File: config.mk
export PLATFORM = sky130hd
export DESIGN_NAME = clkdiv_sched
export DESIGN_NICKNAME = d
export VERILOG_FILES = /design/src/rtl/clkdiv_sched.sv
export SDC_FILE = /design/constraint.sdc
export NUM_CORES = 1
export LEC_CHECK = 0
export CORE_MARGIN = 4
export CORE_UTILIZATION = 64
export CTS_BUF_LIST = sky130_fd_sc_hd__clkbuf_8
export DETAILED_ROUTE_END_ITERATION = 8
export GPL_TIMING_DRIVEN = 0
export MAX_ROUTING_LAYER = met4
export PLACE_DENSITY = 0.84
export SYNTH_ARGS = -nofsm -noshare
export SYNTH_HDL_FRONTEND = slang
export SYNTH_SLANG_ARGS = --single-unit
File: constraint.sdc
create_clock -name clk -period 4.5 [get_ports clk]
set_input_delay 0.45 -clock clk [delete_from_list [all_inputs] [get_ports clk]]
set_output_delay 0.45 -clock clk [all_outputs]
set_load 0.02 [all_outputs]
File: src/rtl/clkdiv_sched.sv
// Shared controller for NCH square-wave divider channels. Each running channel
// toggles hz_out every lim_q+1 cycles; limit changes on a live channel wait for its next wrap.
module clkdiv_sched #(
    parameter  int NCH     = 4,
    parameter  int W       = 8,
    parameter  int DEF_LIM = 3,
    localparam int CW      = (NCH > 1) ? $clog2(NCH) : 1
) (
    input  logic           clk,
    input  logic           nrst,
    input  logic           cfg_valid,
    output logic           cfg_ready,
    input  logic [1:0]     cfg_op,
    input  logic [CW-1:0]  cfg_ch,
    input  logic [W-1:0]   cfg_lim,
    output logic [NCH-1:0] hz_out,
    output logic [NCH-1:0] tick,
    output logic [NCH-1:0] busy,
    output logic [NCH-1:0] pend
);

    typedef enum logic [1:0] {
        OP_SET_LIM = 2'b00,
        OP_START   = 2'b01,
        OP_STOP    = 2'b10,
        OP_SYNC    = 2'b11
    } op_t;

    typedef enum logic [1:0] {
        ST_IDLE = 2'b00,
        ST_RUN  = 2'b01,
        ST_PEND = 2'b10
    } state_t;

    state_t         state_q [NCH];
    logic [W-1:0]   lim_q   [NCH];
    logic [W-1:0]   lim_nxt [NCH];
    logic [W-1:0]   cnt     [NCH];

    logic           cmd_acc;
    logic           sync_acc;
    logic [NCH-1:0] hit;
    logic [NCH-1:0] wrap;

    // A channel holding a deferred limit refuses further commands until it wraps.
    always_comb begin
        cfg_ready = 1'b1;
        if (cfg_op != OP_SYNC) begin
            for (int i = 0; i < NCH; i++) begin
                if (cfg_ch == CW'(i) && pend[i]) cfg_ready = 1'b0;
            end
        end
    end

    assign cmd_acc  = cfg_valid & cfg_ready;
    assign sync_acc = cmd_acc & (cfg_op == OP_SYNC);

    // Out-of-range channel numbers match no hit bit, so they are accepted and ignored.
    always_comb begin
        for (int i = 0; i < NCH; i++) begin
            hit[i]  = cmd_acc && (cfg_op != OP_SYNC) && (cfg_ch == CW'(i));
            wrap[i] = (cnt[i] == lim_q[i]);
        end
    end

    // NOTE: every register here, including the per-channel arrays, is cleared by the
    // async reset and assigned with <= so all channels update from the same pre-edge values.
    always_ff @(posedge clk or negedge nrst) begin
        if (!nrst) begin
            for (int i = 0; i < NCH; i++) begin
                state_q[i] <= ST_IDLE;
                lim_q[i]   <= W'(DEF_LIM);
                lim_nxt[i] <= '0;
                cnt[i]     <= '0;
            end
            hz_out <= '0;
            tick   <= '0;
            busy   <= '0;
            pend   <= '0;
        end else begin
            for (int i = 0; i < NCH; i++) begin
                if (sync_acc) begin
                    if (state_q[i] == ST_PEND) lim_q[i] <= lim_nxt[i];
                    state_q[i] <= ST_RUN;
                    cnt[i]     <= '0;
                    hz_out[i]  <= 1'b0;
                    tick[i]    <= 1'b0;
                    busy[i]    <= 1'b1;
                    pend[i]    <= 1'b0;
                end else begin
                    case (state_q[i])
                        ST_IDLE: begin
                            cnt[i]    <= '0;
                            hz_out[i] <= 1'b0;
                            tick[i]   <= 1'b0;
                            if (hit[i] && cfg_op == OP_SET_LIM) lim_q[i] <= cfg_lim;
                            if (hit[i] && cfg_op == OP_START) begin
                                state_q[i] <= ST_RUN;
                                busy[i]    <= 1'b1;
                            end
                        end
                        ST_RUN, ST_PEND: begin
                            if (hit[i] && cfg_op == OP_STOP) begin
                                state_q[i] <= ST_IDLE;
                                cnt[i]     <= '0;
                                hz_out[i]  <= 1'b0;
                                tick[i]    <= 1'b0;
                                busy[i]    <= 1'b0;
                            end else begin
                                cnt[i]  <= wrap[i] ? '0 : cnt[i] + W'(1);
                                tick[i] <= wrap[i];
                                if (wrap[i]) hz_out[i] <= ~hz_out[i];
                                // Deferred limit lands exactly on the wrap edge.
                                if (state_q[i] == ST_PEND && wrap[i]) begin
                                    lim_q[i]   <= lim_nxt[i];
                                    state_q[i] <= ST_RUN;
                                    pend[i]    <= 1'b0;
                                end
                                if (hit[i] && cfg_op == OP_SET_LIM) begin
                                    lim_nxt[i] <= cfg_lim;
                                    state_q[i] <= ST_PEND;
                                    pend[i]    <= 1'b1;
                                end
                            end
                        end
                        default: state_q[i] <= ST_IDLE;
                    endcase
                end
            end
        end
    end

endmodule

=== Yosys cells after proc, flatten, opt, wreduce, memory -nomap -nowiden ===
Cells that the tools add are included.

* Register bits after elaboration: 120
* Latch bits: 0
* Memory bits (writable): 0
* Bits in read-only memories: 0
* Bits of input ports: 15
* Output and inout bits: 17
* Word-level logic and storage cells: 306
* Memories: 0

* Add/sub/neg operators: 4
* $mul: 0
* Divide/modulo/power cells: 0
* $lt $le $gt $ge: 0
* Equal/unequal tests: 55
* Shifts and indexed selects: 0
* Multiplexer cells: 133
* Bitwise gates (word level): 11
* Reductions and logical operators: 71

{| class="wikitable"
|+ Operators with widths
! kind !! count
|-
| 8-bit 2-to-1 mux || 32
|-
| 8-bit one-hot mux with 2 select lines || 8
|-
| 3-bit inequality test (second input constant) || 20
|-
| 1-bit 2-to-1 mux || 57
|-
| 2-bit 2-to-1 mux || 20
|-
| 8-bit by 1-bit adder with 8-bit output (second input constant) || 4
|-
| 8-bit equality test || 4
|-
| 1-bit logical AND || 25
|-
| 1-bit one-hot mux with 2 select lines || 12
|-
| 3-bit AND reduction || 8
|-
| 3-bit nonzero test || 8
|-
| 5-bit inequality test (second input constant) || 4
|-
| 5-bit AND reduction || 4
|-
| 2-bit equality test (second input constant) || 8
|-
| 4-bit inequality test (second input constant) || 4
|-
| 2-bit one-hot mux with 2 select lines || 4
|-
| 2-bit AND reduction || 8
|-
| 4-bit AND reduction || 4
|-
| 2-bit by 1-bit equality test with 1-bit output (second input constant) || 6
|-
| 2-bit logical NOT || 6
|-
| 2-bit inequality test (second input constant) || 5
|-
| 1-bit NOT || 9
|-
| 2-bit by 1-bit inequality test with 1-bit output (second input constant) || 4
|-
| 2-bit nonzero test || 4
|-
| other kinds (2) || 6
|}

=== Depth between registers and ports, before layout ===
Gate-level depths: netlist of the first run.

* Depth after elaboration: 15
* Depth in mapped cells: 9
* Depth with buffers taken out: 7

=== Worst setup path after synthesis of the first run ===
Ideal clock, no wire load.

* Path type: register to register
* From: register state_q[6] in the netlist's numbering
* To: register lim_q[26] in the netlist's numbering
* Library setup time: 0.125 ns
* Arrival time: 2.006 ns
* Slack: 2.369 ns
* Stages on the path, launching flop included: 9
* Buffers on the path: 1
* Cell sequence: dfrtp_1 -> inv_1 -> ha_1 -> clkbuf_1 -> a31oi_2 -> nor2_1 -> a31oi_1 -> o221ai_2 -> mux2_2

* Cells in the longest elaborated chain, start to end: 4
* Elaborated cells between the ends (all ways): 13
* Classes of those cells: 6 x eq/ne; 2 x mux; 5 x reduce/logical

{| class="wikitable"
|+ Ends and longest elaborated chain
! what !! RTL line !! source
|-
| start, declared || 35 || <nowiki>state_t state_q [NCH];</nowiki>
|-
| start signal, assigned by index || 71 || <nowiki>state_q[i] <= ST_IDLE;</nowiki>
|-
| start signal, assigned by index || 84 || <nowiki>state_q[i] <= ST_RUN;</nowiki>
|-
| start signal, assigned by index || 98 || <nowiki>state_q[i] <= ST_RUN;</nowiki>
|-
| 2-bit equality test or 2-bit by 1-bit equality test with 1-bit output (tied branches) || 83, 91, 114 ||
|-
| 2-bit OR reduction or 1-bit logical AND (tied branches) || 91, 114 ||
|-
| 3-bit inequality test (no line) (tied with other cells) || -- ||
|-
| 5-bit AND reduction (no line) or 8-bit 2-to-1 mux (tied branches) || -- ||
|-
| end signal, assigned by index || 83 || <nowiki>if (state_q[i] == ST_PEND) lim_q[i] <= lim_nxt[i];</nowiki>
|-
| end signal, assigned by index || 96 || <nowiki>if (hit[i] && cfg_op == OP_SET_LIM) lim_q[i] <= cfg_lim;</nowiki>
|-
| end signal, assigned by index || 115 || <nowiki>lim_q[i] <= lim_nxt[i];</nowiki>
|-
| end, declared || 36 || <nowiki>logic [W-1:0] lim_q [NCH];</nowiki>
|}

Parallel ways exist; a longest one is shown, timed or not.
A chain may end at the register's enable or synchronous reset.

=== Worst setup path in the final report of the first run ===
* From: input cfg_ch[0]
* To: output cfg_ready

* Cells in the longest elaborated chain, start to end: 7
* Elaborated cells between the ends (all ways): 13
* Classes of those cells: 3 x eq/ne; 5 x mux; 5 x reduce/logical

{| class="wikitable"
|+ Ends and longest elaborated chain
! what !! RTL line !! source
|-
| start, declared || 14 || <nowiki>input logic [CW-1:0] cfg_ch,</nowiki>
|-
| 2-bit logical NOT || 50 || <nowiki>if (cfg_ch == CW'(i) && pend[i]) cfg_ready = 1'b0;</nowiki>
|-
| 1-bit logical AND || 50 ||
|-
| 1-bit 2-to-1 mux (3 in series) || 50 ||
|-
| 1-bit 2-to-1 mux * || 50 ||
|-
| 1-bit 2-to-1 mux * || 48 || <nowiki>if (cfg_op != OP_SYNC) begin</nowiki>
|-
| end, declared || 12 || <nowiki>output logic cfg_ready,</nowiki>
|}

Every way passes the cells marked *; elsewhere a longest branch is shown, timed or not.

==> out/results.txt, run 1 <==
Final net count: 679. The number of library cell types mapped by synthesis is 66. The cell area that synthesis handed to floorplanning was 6575 um2. The tools report the startpoint class of the critical path as an input pin. For this run, asynchronously set or reset flops after synthesis account for 100.0%. The total overflow left after global routing is 0.

The setup slack on the worst flop-to-flop path was 1.91 ns. Setup repair after global routing left no endpoint under its margin. The critical path starts at cfg_ch[0]. The clock edge transition at the registers on the reported setup and hold paths is 0.07 ns. Compound-gate portion of the synthesized area: 12.35%.

Relative to the synthesized area, the layout overhead comes to 13.74%. Latest clock arrival within the worst-skew pair: 0.45 ns. The number of antenna diodes in the final layout is 0. The count of buffers from port buffering was 29; the highest fanout seen on the critical path was 9.

The simple logic cell fraction of the synthesized area is 13.30%. After detailed routing, the number of remaining DRC violations is 0. Count of nets left with antenna violations after detail routing: 0.

Largest area contributor in the synthesized netlist: sky130_fd_sc_hd__dfrtp_1. For this design, the slowest cell found on the critical path is sky130_fd_sc_hd__clkdlybuf4s50_1. Mux share of post-synthesis cell area: 17.74%. For the leakage power, the log shows 3.500 nW. The logs give 5,005 for the number of global-route vias before repair and 4.05 ns for the critical path data required time. The core utilization of the finished layout was 75.47%; the count of yosys warnings during synthesis was 0.

For the count of final hold-check violations, the log shows 0. The critical path ends at cfg_ready. The die is 109.4 um tall.

Sequential cells were found to cover 45.82% of the synthesized design area. The chip width was 109.4 um. The global-route usage over all layers is 27.52%, and the number of enable flip-flop cells after synthesis is 0.

After clock tree synthesis, the repair step resized 0 gates. Between clock sinks in the finished design, the worst skew comes to 0.01094 ns. The run gives 0 as the initial antenna violation count. Summing the areas of all xor and xnor instances in the mapped netlist gives 5.062% of the synthesized area. The count of state elements after synthesis came out at 120. The cell sitting at the root of the clock tree is a sky130_fd_sc_hd__clkbuf_8.

The synthesized-area fraction occupied by adder cells works out to 3.045%. The tools report the maximum number of pins on one net before global-route repair as 69. Summing internal, switching and leakage power gives 4.581 mW. Dividing the detail-routed wire length by the instance count gives 18.35 um.

The slew of the pin with the lowest slew margin came out at 1.043 ns. CTS built an H-tree with a depth of 4. For the die area, the log shows 11,960 um2. For the post-synthesis instance total, the log shows 598.

The endpoint identified for the worst register-to-register timing path is lim_q[30]. During I/O placement, the number of pins put on the boundary was 32. The count of non-filler cells in the finished layout was 794; the number of buffers added by the clock tree synthesis step was 17.

Across the VDD grid, the largest voltage drop is 0.0003877 V. Post-CTS timing repair inserted 0 buffers for setup. The final route contains 4,990 vias.

Relative slew slack: 30.02%. Setup violations remaining at the end of the flow were counted as 0. The worst setup path is captured at a primary output.

The flow ran to the end, and the final reports show no timing, DRC or antenna violations. The power density relative to cell area is 612.6 nW/um2, and the data arrival time of the critical path is 2.55 ns. The tightest min-delay check is of the flip-flop to flip-flop type. The most used flip-flop cell after synthesis is sky130_fd_sc_hd__dfrtp_1.

The logs give 2 for the maximum buffer depth of the clock tree and 333.2 MHz for the maximum frequency from static timing analysis. The clock sink count came out at 120. The initial core utilization was 66.35%. The type of the worst setup path is input pin to primary output. In this run, placement finished with an instance count of 761. TritonCTS built the clock tree. By area the synthesized netlist is led by sky130_fd_sc_hd__dfrtp_1 43%, sky130_fd_sc_hd__mux2_2 12%, sky130_fd_sc_hd__xor2_1 4.5%.

The detailed placer's ending HPWL is 10.17 mm, and the DRC marker count from the first detailed-route iteration is 423. The average cell area after synthesis is 11.00 um2. Before antenna repair, the detailed router went through 5 iterations. Counting stages on the worst path, the most repeated cell is sky130_fd_sc_hd__clkdlybuf4s50_1. Post-synthesis net count: 629.

The total wire length was 14.57 mm. The count of final max-slew check failures is 0. Largest family of logic cells by synthesized area: multiplexers. Of the cells placed in the final design, the portion with a size suffix greater than 1 is 23.45%. The depth of the most critical reg-to-reg path is 8.

Traced cell by cell, the critical path runs through clkdlybuf4s50_1, mux4_1, o21ai_0, clkdlybuf4s50_1. The average via count per standard cell is 6.285, and the final worst setup slack is 1.499 ns. After layout, the minimum clock period comes to 3.001 ns. The global-route wire length before repair came out at 24.52 mm. The buffering stage count on the worst path with inverters included was 2; the hold-fix buffer count after cts was 1.

In this run the critical register-to-register path is launched from state_q[6]. Row generation in the floorplan step produced 36 rows. The last weighted congestion value of the routability-driven placer is 0.9463.

The top-area cell type share of the netlist area is 42.63%, and the number of stages on the worst setup path is 4. The pre-CTS worst setup slack was 1.562 ns. The count of maximum capacitance violations was 0. The cell family contributing the most delay on the critical path is buffers and inverters. The worst hold path passes through 2 cells. The largest single stage delay on the critical path is 0.67 ns. Placeable core area: 9910 um2. After layout, the worst path uses 66.68% of the clock period.
-- power by group --
part	total [mW]	switching (mW)	internal, mW
Sequential	1.79	0.305	1.48
Clock	0.984	0.459	0.526
Combinational	1.81	0.907	0.903
Total	4.58	1.67	2.91
-- layout by cell type (no fill, tap or decap), types with 7 or more instances in the layout --
cell / n
sky130_fd_sc_hd__inv_1: 15
sky130_fd_sc_hd__o21ai_0: 25
sky130_fd_sc_hd__clkbuf_1: 9
sky130_fd_sc_hd__clkbuf_8: 19
sky130_fd_sc_hd__dfrtp_1: 112
sky130_fd_sc_hd__xor2_1: 34
sky130_fd_sc_hd__ha_1: 16
sky130_fd_sc_hd__clkdlybuf4s50_1: 28
sky130_fd_sc_hd__a22o_1: 7
sky130_fd_sc_hd__and3_1: 12
sky130_fd_sc_hd__mux2_2: 71
sky130_fd_sc_hd__nor3_1: 13
sky130_fd_sc_hd__nor2_1: 25
sky130_fd_sc_hd__nand2_1: 55
sky130_fd_sc_hd__dfstp_2: 8
sky130_fd_sc_hd__a21oi_1: 29
sky130_fd_sc_hd__mux2_4: 16
sky130_fd_sc_hd__nand3_1: 14
sky130_fd_sc_hd__nand2b_1: 14
sky130_fd_sc_hd__a31oi_1: 18
sky130_fd_sc_hd__mux2_1: 8
sky130_fd_sc_hd__buf_2: 8
-- cells by family after synthesis --
logic type | count (synthesis)
multiplexers | 97
flip-flops | 120
AND/OR/NAND/NOR | 168
XOR/XNOR | 38
buffers and inverters | 38
adder cells (fa/ha/maj) | 16
AO/OA/AOI/OAI | 121
-- worst min path at each step --
stage	startpoint	end	slack [ns]
3_5_place_dp	nrst	cnt[26]	0.44
6_report	lim_nxt[25]	lim_nxt[25]	0.48
4_1_cts	lim_nxt[27]	lim_nxt[27]	0.48
3_3_place_gp	lim_nxt[28]	lim_nxt[28]	0.46
5_1_grt	tick[1]	tick[1]	0.50
2_1_floorplan	nrst	busy[0]	0.15
-- final cells by class --
type | count | area (um2)
buffer | 22 | 116.4
clock buffer | 19 | 261.5
clock inverter | 13 | 146.4
fill | 682 | 2431
inverter | 16 | 60.06
multi-input combinational | 440 | 3386
sequential | 120 | 3013
tap | 133 | 166.4
timing repair buffer | 31 | 329.1
-- worst register-to-register path, cell delays in order (launching register included) --
cell and delay, ns:
sky130_fd_sc_hd__dfrtp_1 0.37, sky130_fd_sc_hd__inv_1 0.07, sky130_fd_sc_hd__ha_1 0.29, sky130_fd_sc_hd__clkbuf_1 0.24
sky130_fd_sc_hd__a31oi_2 0.62, sky130_fd_sc_hd__nor2_1 0.09, sky130_fd_sc_hd__a31oi_1 0.19, sky130_fd_sc_hd__o221ai_2 0.25
sky130_fd_sc_hd__mux2_2 0.37
-- cell usage after synthesis (2+ instances only) --
master and count:
sky130_fd_sc_hd__a211oi_1 3, sky130_fd_sc_hd__a221o_1 2, sky130_fd_sc_hd__a22oi_1 3, sky130_fd_sc_hd__nand3_1 14
sky130_fd_sc_hd__nand2b_1 14, sky130_fd_sc_hd__and4_1 2, sky130_fd_sc_hd__ha_1 16, sky130_fd_sc_hd__mux2_1 8
sky130_fd_sc_hd__o41ai_1 2, sky130_fd_sc_hd__or3_1 4, sky130_fd_sc_hd__mux2_2 71, sky130_fd_sc_hd__nor4_1 4
sky130_fd_sc_hd__nor2_1 25, sky130_fd_sc_hd__nor3_1 13, sky130_fd_sc_hd__a22o_1 7, sky130_fd_sc_hd__o21ai_0 25
sky130_fd_sc_hd__nor4_2 4, sky130_fd_sc_hd__xnor2_1 4, sky130_fd_sc_hd__nand2_1 55, sky130_fd_sc_hd__a21oi_1 29
sky130_fd_sc_hd__inv_1 15, sky130_fd_sc_hd__a21o_1 5, sky130_fd_sc_hd__a31oi_1 18, sky130_fd_sc_hd__a41oi_1 3
sky130_fd_sc_hd__dfrtp_1 112, sky130_fd_sc_hd__o22a_1 3, sky130_fd_sc_hd__o22ai_1 4, sky130_fd_sc_hd__clkbuf_1 9
sky130_fd_sc_hd__dfstp_2 8, sky130_fd_sc_hd__mux2_4 16, sky130_fd_sc_hd__o311ai_0 3, sky130_fd_sc_hd__nor3b_1 3
sky130_fd_sc_hd__buf_6 3, sky130_fd_sc_hd__and3_1 12, sky130_fd_sc_hd__o21a_1 2, sky130_fd_sc_hd__and2_1 3
sky130_fd_sc_hd__nand4_1 5, sky130_fd_sc_hd__buf_2 8, sky130_fd_sc_hd__xor2_1 34
-- metrics by stage --
step                      hold WS [ns]  instance area (um2)  setup TNS [ns]
after floorplan                 0.1544                 6575               0
after global placement          0.4568                 7032         -161.01
after detailed placement        0.4387                 7061               0
after CTS                       0.4780                 7478               0
after global routing            0.4953                 7478               0
final                           0.4787                 7478               0
-- routing by layer --
| layer | GRT usage (%) | up-vias | wire length [um] |
|---|---|---|---|
| met4 | 10.06 | 0 | 341 |
| li1 | - | 2293 | - |
| met3 | 6.988 | 37 | 970 |
| met5 | - | - | 0 |
| met2 | 43.11 | 213 | 7048 |
| met1 | 34.89 | 2447 | 6211 |
-- registers in the layout, indices dropped and copies added, names as in the netlist --
| register | cells |
|---|---|
| cnt | 32 |
| state_q | 8 |
| pend | 4 |
| hz_out | 4 |
| busy | 4 |
| lim_q | 32 |
| tick | 4 |
| lim_nxt | 32 |
No activity file was read; power rests on OpenSTA's default activity.
==> inputs of run 2 (changes only) <==
- CORE_UTILIZATION: 64 -> 63
- PLACE_DENSITY: 0.84 -> 0.83
- clock period: 4.5 -> 3 ns (I/O delays scaled with it)
==> run 2 against run 1 <==
  * Count of clock-buffer cells in the layout up 3
  * Global-route usage down 0.51 points
  * Cell count up 0.50%
  * Combinational power up 51%
  * Non-clock buffer count unchanged
  * Sequential share of layout area down 0.14 points
  * Critical endpoint unchanged
==> out/results.txt, run 2 (synthesis gave the netlist of run 1 again) <==
Static timing analysis puts the maximum clock frequency at 365.3 MHz. The logs give 3.524 nW for the leakage power and 37 for the standard-cell row count. The count of final max-slew check failures was 0. The run gives 120 as the clock sink count. The share of cells above drive strength 1 was 23.15%. In the layout the commonest cells are 112 x sky130_fd_sc_hd__dfrtp_1, 71 x sky130_fd_sc_hd__mux2_2, 55 x sky130_fd_sc_hd__nand2_1. After detailed placement, the total cell area comes to 7064 um2. TritonCTS built the clock tree. The highest fanout seen on the critical path works out to 10.

The library cell used most frequently in the layout, excluding fill and tap cells, is sky130_fd_sc_hd__dfrtp_1. The count of maximum capacitance violations was 0. The worst setup path is launched from an input pin. The chip width came out at 110.2 um.

The run gives 0 as the number of gates resized after CTS. The later pin in the worst-skew pair is clocked with a latency of 0.45 ns. The routed wire length per instance is 18.34 um. The tools report the final clock skew as 0.01169 ns.

For the number of global-route vias before repair, the log shows 4,860. The count of buffers added on input and output ports is 29. The count of final hold-check violations is 0, and the data arrival time of the critical path is 2.44 ns. Power spread over the standard cell area amounts to 928.7 nW/um2. For this run, design rule violations remaining after detail routing come to 0.

In this run, CTS created clock tree buffers numbering 17. The initial core utilization was 64.27%; the slew of the pin with the lowest slew margin was 1.021 ns. After floorplanning, the core was sized to cover 10,230 um2. Routability-driven placement finished with a final weighted congestion of 0.9311. The maximum buffer depth of the clock tree is 2. Entering global routing, the biggest net connects 63 pins. The detailed router placed 4,934 vias in this run. The first TritonRoute pass finished after 5 iterations. The global-route wire length before repair is 24.28 mm.

The count of nets left with antenna violations after detail routing is 0. The floorplan die height works out to 110.2 um. The flow ran to the end, and the final reports show no timing, DRC or antenna violations. Relative to the synthesized area, the layout overhead comes to 14.14%. The global-route usage over all layers is 27.01%. The tree is rooted in a sky130_fd_sc_hd__clkbuf_8. Cells fill 73.35% of the core in the end. Setup repair after global routing left no endpoint under its margin. 32 I/O pins were placed. Using the TritonRoute via totals, the vias-per-cell ratio works out to 6.183. Initial antenna violation count: 1.

Summed over all layers, the global routing overflow is 0. The largest registers in the layout are cnt x32, lim_nxt x32, lim_q x32. Summed over all failing endpoints, the final setup total negative slack is 0 ns. The tools report the number of failing setup endpoints in the final timing report as 0. Endpoint kind of the worst setup timing path: a primary output. The run gives 679 as the final net count. STA puts the critical path data required time at 2.70 ns. The detailed placer's ending HPWL is 10.45 mm. Subtracting the final worst setup slack from the clock period gives 2.737 ns. After layout, the worst path uses 91.24% of the clock period. The tools report the relative slew slack as 31.54%.

The tightest min-delay check is of the input pin to async pin type. Worst supply voltage drop on vdd: 0.0006051 V. The die area came out at 12,140 um2. The layout has 703 filler cells.

The clock edge transition at the registers on the reported setup and hold paths is 0.07 ns, and the total wire length is 14.63 mm. The H-tree was split into 4 levels. After routing the design area is 7505 um2.

Total power for the finished layout comes to 6.969 mW. After the first detailed-routing iteration, the DRC count stood at 388. The setup path with the least slack is of type input pin to primary output.
## run 2: cell type report
type / instances / area (um2) / share of cell area [%]
diodes: 1 / 2.502 / 0.03334
plain buffers: 22 / 116.4 / 1.551
clock buffers: 22 / 302.8 / 4.035
clock inverters: 10 / 125.1 / 1.667
inverters: 16 / 60.06 / 0.8003
multi-input cells: 440 / 3386 / 45.12
flip-flops and latches: 120 / 3013 / 40.15
well taps: 136 / 170.2 / 2.267
repair buffers: 31 / 329.1 / 4.385
## run 2: through the flow
step	setup slack, ns	cells	hold slack (ns)
after CTS	0.3175	797	0.3661
after detailed placement	0.3214	764	0.3103
after global placement	-2.804	763	0.4572
after floorplan	0.8693	598	0.004409
after global routing	0.1904	798	0.3988
final	0.2627	798	0.3805
## run 2: per-layer routing
layer | GRT usage [%] | vias to the layer above | routed length, um
met5 | - | - | 0
met4 | 11.79 | 0 | 314
met3 | 6.523 | 33 | 1048
met2 | 40.86 | 194 | 7088
met1 | 34.87 | 2414 | 6181
li1 | - | 2293 | -
## run 2: report_power, final
group | total (mW) | switching [mW] | internal (mW)
Clock | 1.56 | 0.636 | 0.920
Combinational | 2.73 | 1.37 | 1.35
Sequential | 2.69 | 0.461 | 2.22
## run 2: worst max-delay path: stages
cell and delay (ns):
sky130_fd_sc_hd__clkdlybuf4s50_1 0.61, sky130_fd_sc_hd__buf_2 0.32, sky130_fd_sc_hd__inv_1 0.13, sky130_fd_sc_hd__o21ai_0 0.38, sky130_fd_sc_hd__clkdlybuf4s50_1 0.69
## run 2: repair_timing
item                       4_1_cts  5_1_grt
hold endpoints to repair        56        0
setup endpoints to repair        0        0
hold buffers                     1        0
buffers inserted                 0        0
## run 2: final timing paths
check,cells after the start,to,startpoint,slack (ns)
worst max-delay path,5,cfg_ready,cfg_op[1],0.26
worst min-delay path,2,cnt[23],nrst,0.38
worst max register to register,8,lim_q[29],state_q[6],0.37
worst min register to register,2,lim_nxt[31],lim_nxt[31],0.48
max in group asynchronous,3,lim_q[25],nrst,1.88
min in group clk,3,busy[3],cfg_valid,0.41
==> inputs of run 3 (changes only) <==
- CTS_BUF_LIST: sky130_fd_sc_hd__clkbuf_8 -> sky130_fd_sc_hd__clkbuf_2
==> run 3 against run 2 <==
  * Register-to-register slack about the same
  * Non-clock buffer count unchanged
  * Critical path depth up 3
  * Power down 7.5%
  * Via count about the same
  * Clock power down 33%
  * Design area down 2.6%
  * Sequential power about the same
  * Critical path type is now flip-flop to flip-flop
  * Highest routed layer unchanged
==> out/results.txt, run 3 (synthesis gave the netlist of run 1 again) <==
The portion of total power attributed to the clock network was 16.2%. TritonCTS built the clock tree. The count of final max-slew check failures is 0. Measured along the y axis, the die boundary spans 110.2 um. The tools report the setup slack on the worst flop-to-flop path as 0.37 ns.

Chip width: 110.2 um. In the routed design, unresolved DRC markers number 0. In the layout the commonest cells are 112 x sky130_fd_sc_hd__dfrtp_1, 71 x sky130_fd_sc_hd__mux2_2, 55 x sky130_fd_sc_hd__nand2_1. The number of global-route vias before repair is 4,811.

The root buffer selected by CTS is sky130_fd_sc_hd__clkbuf_2. Sequential cells account for 41.4% of the total power. The share of the cycle needed by the critical path after routing is 87.80%, and the clock sink count is 120.

For the global-route usage over all layers, the log shows 26.66%. The net count of the finished layout is 679. Across the VDD grid, the largest voltage drop is 0.0005714 V. At the worst endpoint, the arrival time is 3.24 ns.

Clock skew on the completed layout was measured at 0.03699 ns. In this run, the number of DRC markers left after iteration 0 of detailed routing was 408. For the finished layout, the period the worst path requires is 2.634 ns. The logs give 0 for the count of final hold-check violations and 0.3214 ns for the pre-CTS worst setup slack. Entering global routing, the biggest net connects 63 pins.

The slowest cell on the critical path was sky130_fd_sc_hd__a31oi_2. The type of the worst setup path was flip-flop to flip-flop. The largest registers in the layout are cnt x32, lim_nxt x32, lim_q x32. The first global-routing pass estimated 24.02 mm of wire. After routing, the total negative slack on setup checks comes to 0 ns. The combined area of the multi-input logic cells is 3386 um2.

After detailed routing, the number of vias per cell comes to 6.187. The clock edge transition at the registers on the reported setup and hold paths was 0.19 ns; the critical path data required time was 3.61 ns. Path class of the lowest-slack min-delay path: input pin to async pin. The number of clock buffers added by TritonCTS is 17.

The run gives 0 as the initial antenna violation count. The count of buffers from port buffering was 29. Endpoint kind of the worst setup timing path: a flip-flop. The H-tree generated during clock tree synthesis spans 4 levels. The number of failing setup endpoints in the final timing report was 0.

The flow ran to the end, and the final reports show no timing, DRC or antenna violations. Growth of design area from synthesis to finish: 11.15%. The buffers inserted during post-CTS setup optimization is 0, and the slew of the pin with the lowest slew margin is 1.039 ns. For the count of nets left with antenna violations after detail routing, the log shows 0.

Across the run, the number of max-cap violations was 0. The last weighted congestion value of the routability-driven placer was 0.9311; the count of pins on the block boundary was 32. On the worst path, the slowest cell contributes a delay of 0.63 ns.

Of all nets on the critical path, the largest fanout is 10. In this run the tightest slew margin relative to its limit is 30.29%. The analysis attributes to net switching a power of 2.426 mW. In this run switching power makes up 37.64% of total power. The power density relative to cell area was 881.9 nW/um2. The detailed placer's ending HPWL is 10.45 mm, and the combined flip-flop and latch cell area is 3013 um2.

Leaving out fill and tap cells, the most frequent cell in the layout is sky130_fd_sc_hd__dfrtp_1. The total area inside the core boundary comes to 10,230 um2. The count of filler cells inserted in the layout came out at 740. Setup repair after global routing left no endpoint under its margin.

0 antenna diodes ended up in the layout. The die area was 12,140 um2. Dividing the detail-routed wire length by the instance count gives 18.24 um. The pre-antenna-repair detailed-routing pass consisted of 8 iterations.

The initial core utilization was 64.27%; the number of vias after detailed routing was 4,931. Walking the worst path, the cells encountered are inv_1, ha_1, clkbuf_1, a31oi_2, nor2_1, a31oi_1, o221ai_2, mux2_2. In this run the static leakage power is 3.444 nW. For the total wire length, the log shows 14.54 mm.

After floorplanning, the core was divided into 37 placement rows. The later pin in the worst-skew pair is clocked with a latency of 0.74 ns. The clock passes through at most 2 buffers. Global routing finished with a remaining overflow of 0.

The cell-internal power was 4.020 mW; the combinational power share was 42.3%. STA classifies the critical path startpoint as a flip-flop. Measured in cells, the most critical reg-to-reg path has a length of 8. In the post-route analysis, the smallest setup slack over all paths is 0.3661 ns. Static timing analysis puts the maximum clock frequency at 379.7 MHz.

The share of cells above drive strength 1 works out to 22.69%.
[run 3: through the flow]
step / cell area (um2) / cells / util [%] / total power [mW] / hold slack [ns]
after floorplan: 6575 / 598 / - / 4.671 / 0.004409
after global placement: 7036 / 763 / 68.77 / 5.219 / 0.4572
after detailed placement: 7064 / 764 / 69.05 / 5.413 / 0.3103
after CTS: 7306 / 797 / 71.41 / 6.465 / 0.01948
after global routing: 7308 / 797 / 71.43 / 6.897 / 0.06799
final: 7308 / 797 / 71.43 / 6.445 / 0.08098
[run 3: critical path, delay by kind of cell, from the launching register on]
kind | cells | cell delay (ns)
compound gates | 3 | 1.09
fa+ha+maj | 1 | 0.29
buf+inv | 2 | 0.32
flops | 1 | 0.40
mux | 1 | 0.35
simple gates | 1 | 0.08
[run 3: final timing paths]
kind,startpoint,end
max reg2reg,state_q[6],lim_q[27]
min reg2reg,tick[1],tick[1]
max,state_q[6],lim_q[27]
max in group asynchronous,nrst,lim_q[25]
min in group clk,cfg_valid,busy[3]
min,nrst,state_q[0]
[run 3: layout make-up]
| cell class | count | share of cell area, % |
|---|---|---|
| plain buffers | 22 | 1.592 |
| clock buffers | 19 | 1.301 |
| inverters | 16 | 0.8218 |
| multi-input cells | 440 | 46.33 |
| flip-flops and latches | 120 | 41.23 |
| clock inverters | 13 | 1.866 |
| repair buffers | 31 | 4.537 |
| well taps | 136 | 2.328 |
[run 3: layer usage]
layer | part of all wire [%] | vias to the layer above | wire length [um] | track usage (%)
li1 | - | 2291 | - | -
met1 | 43 | 2441 | 6201 | 34.44
met2 | 49 | 165 | 7098 | 41.07
met3 | 6.1 | 34 | 886 | 6.115
met4 | 2.4 | 0 | 352 | 10.55
met5 | 0 | - | 0 | -
[run 3: power groups by stage]
stage	clock [mW]	combinational (mW)	sequential (mW)
CTS	1.07	2.73	2.67
global placement	0	2.56	2.66
finish	1.05	2.73	2.67
global route	1.15	3.00	2.75
detailed placement	0	2.71	2.70
floorplan	0	2.03	2.64
[run 3: what timing repair did]
action	4_1_cts	5_1_grt
hold endpoints to repair	114	0
endpoints found under the setup margin	0	1
resized for setup	0	1
hold buffers	1	0
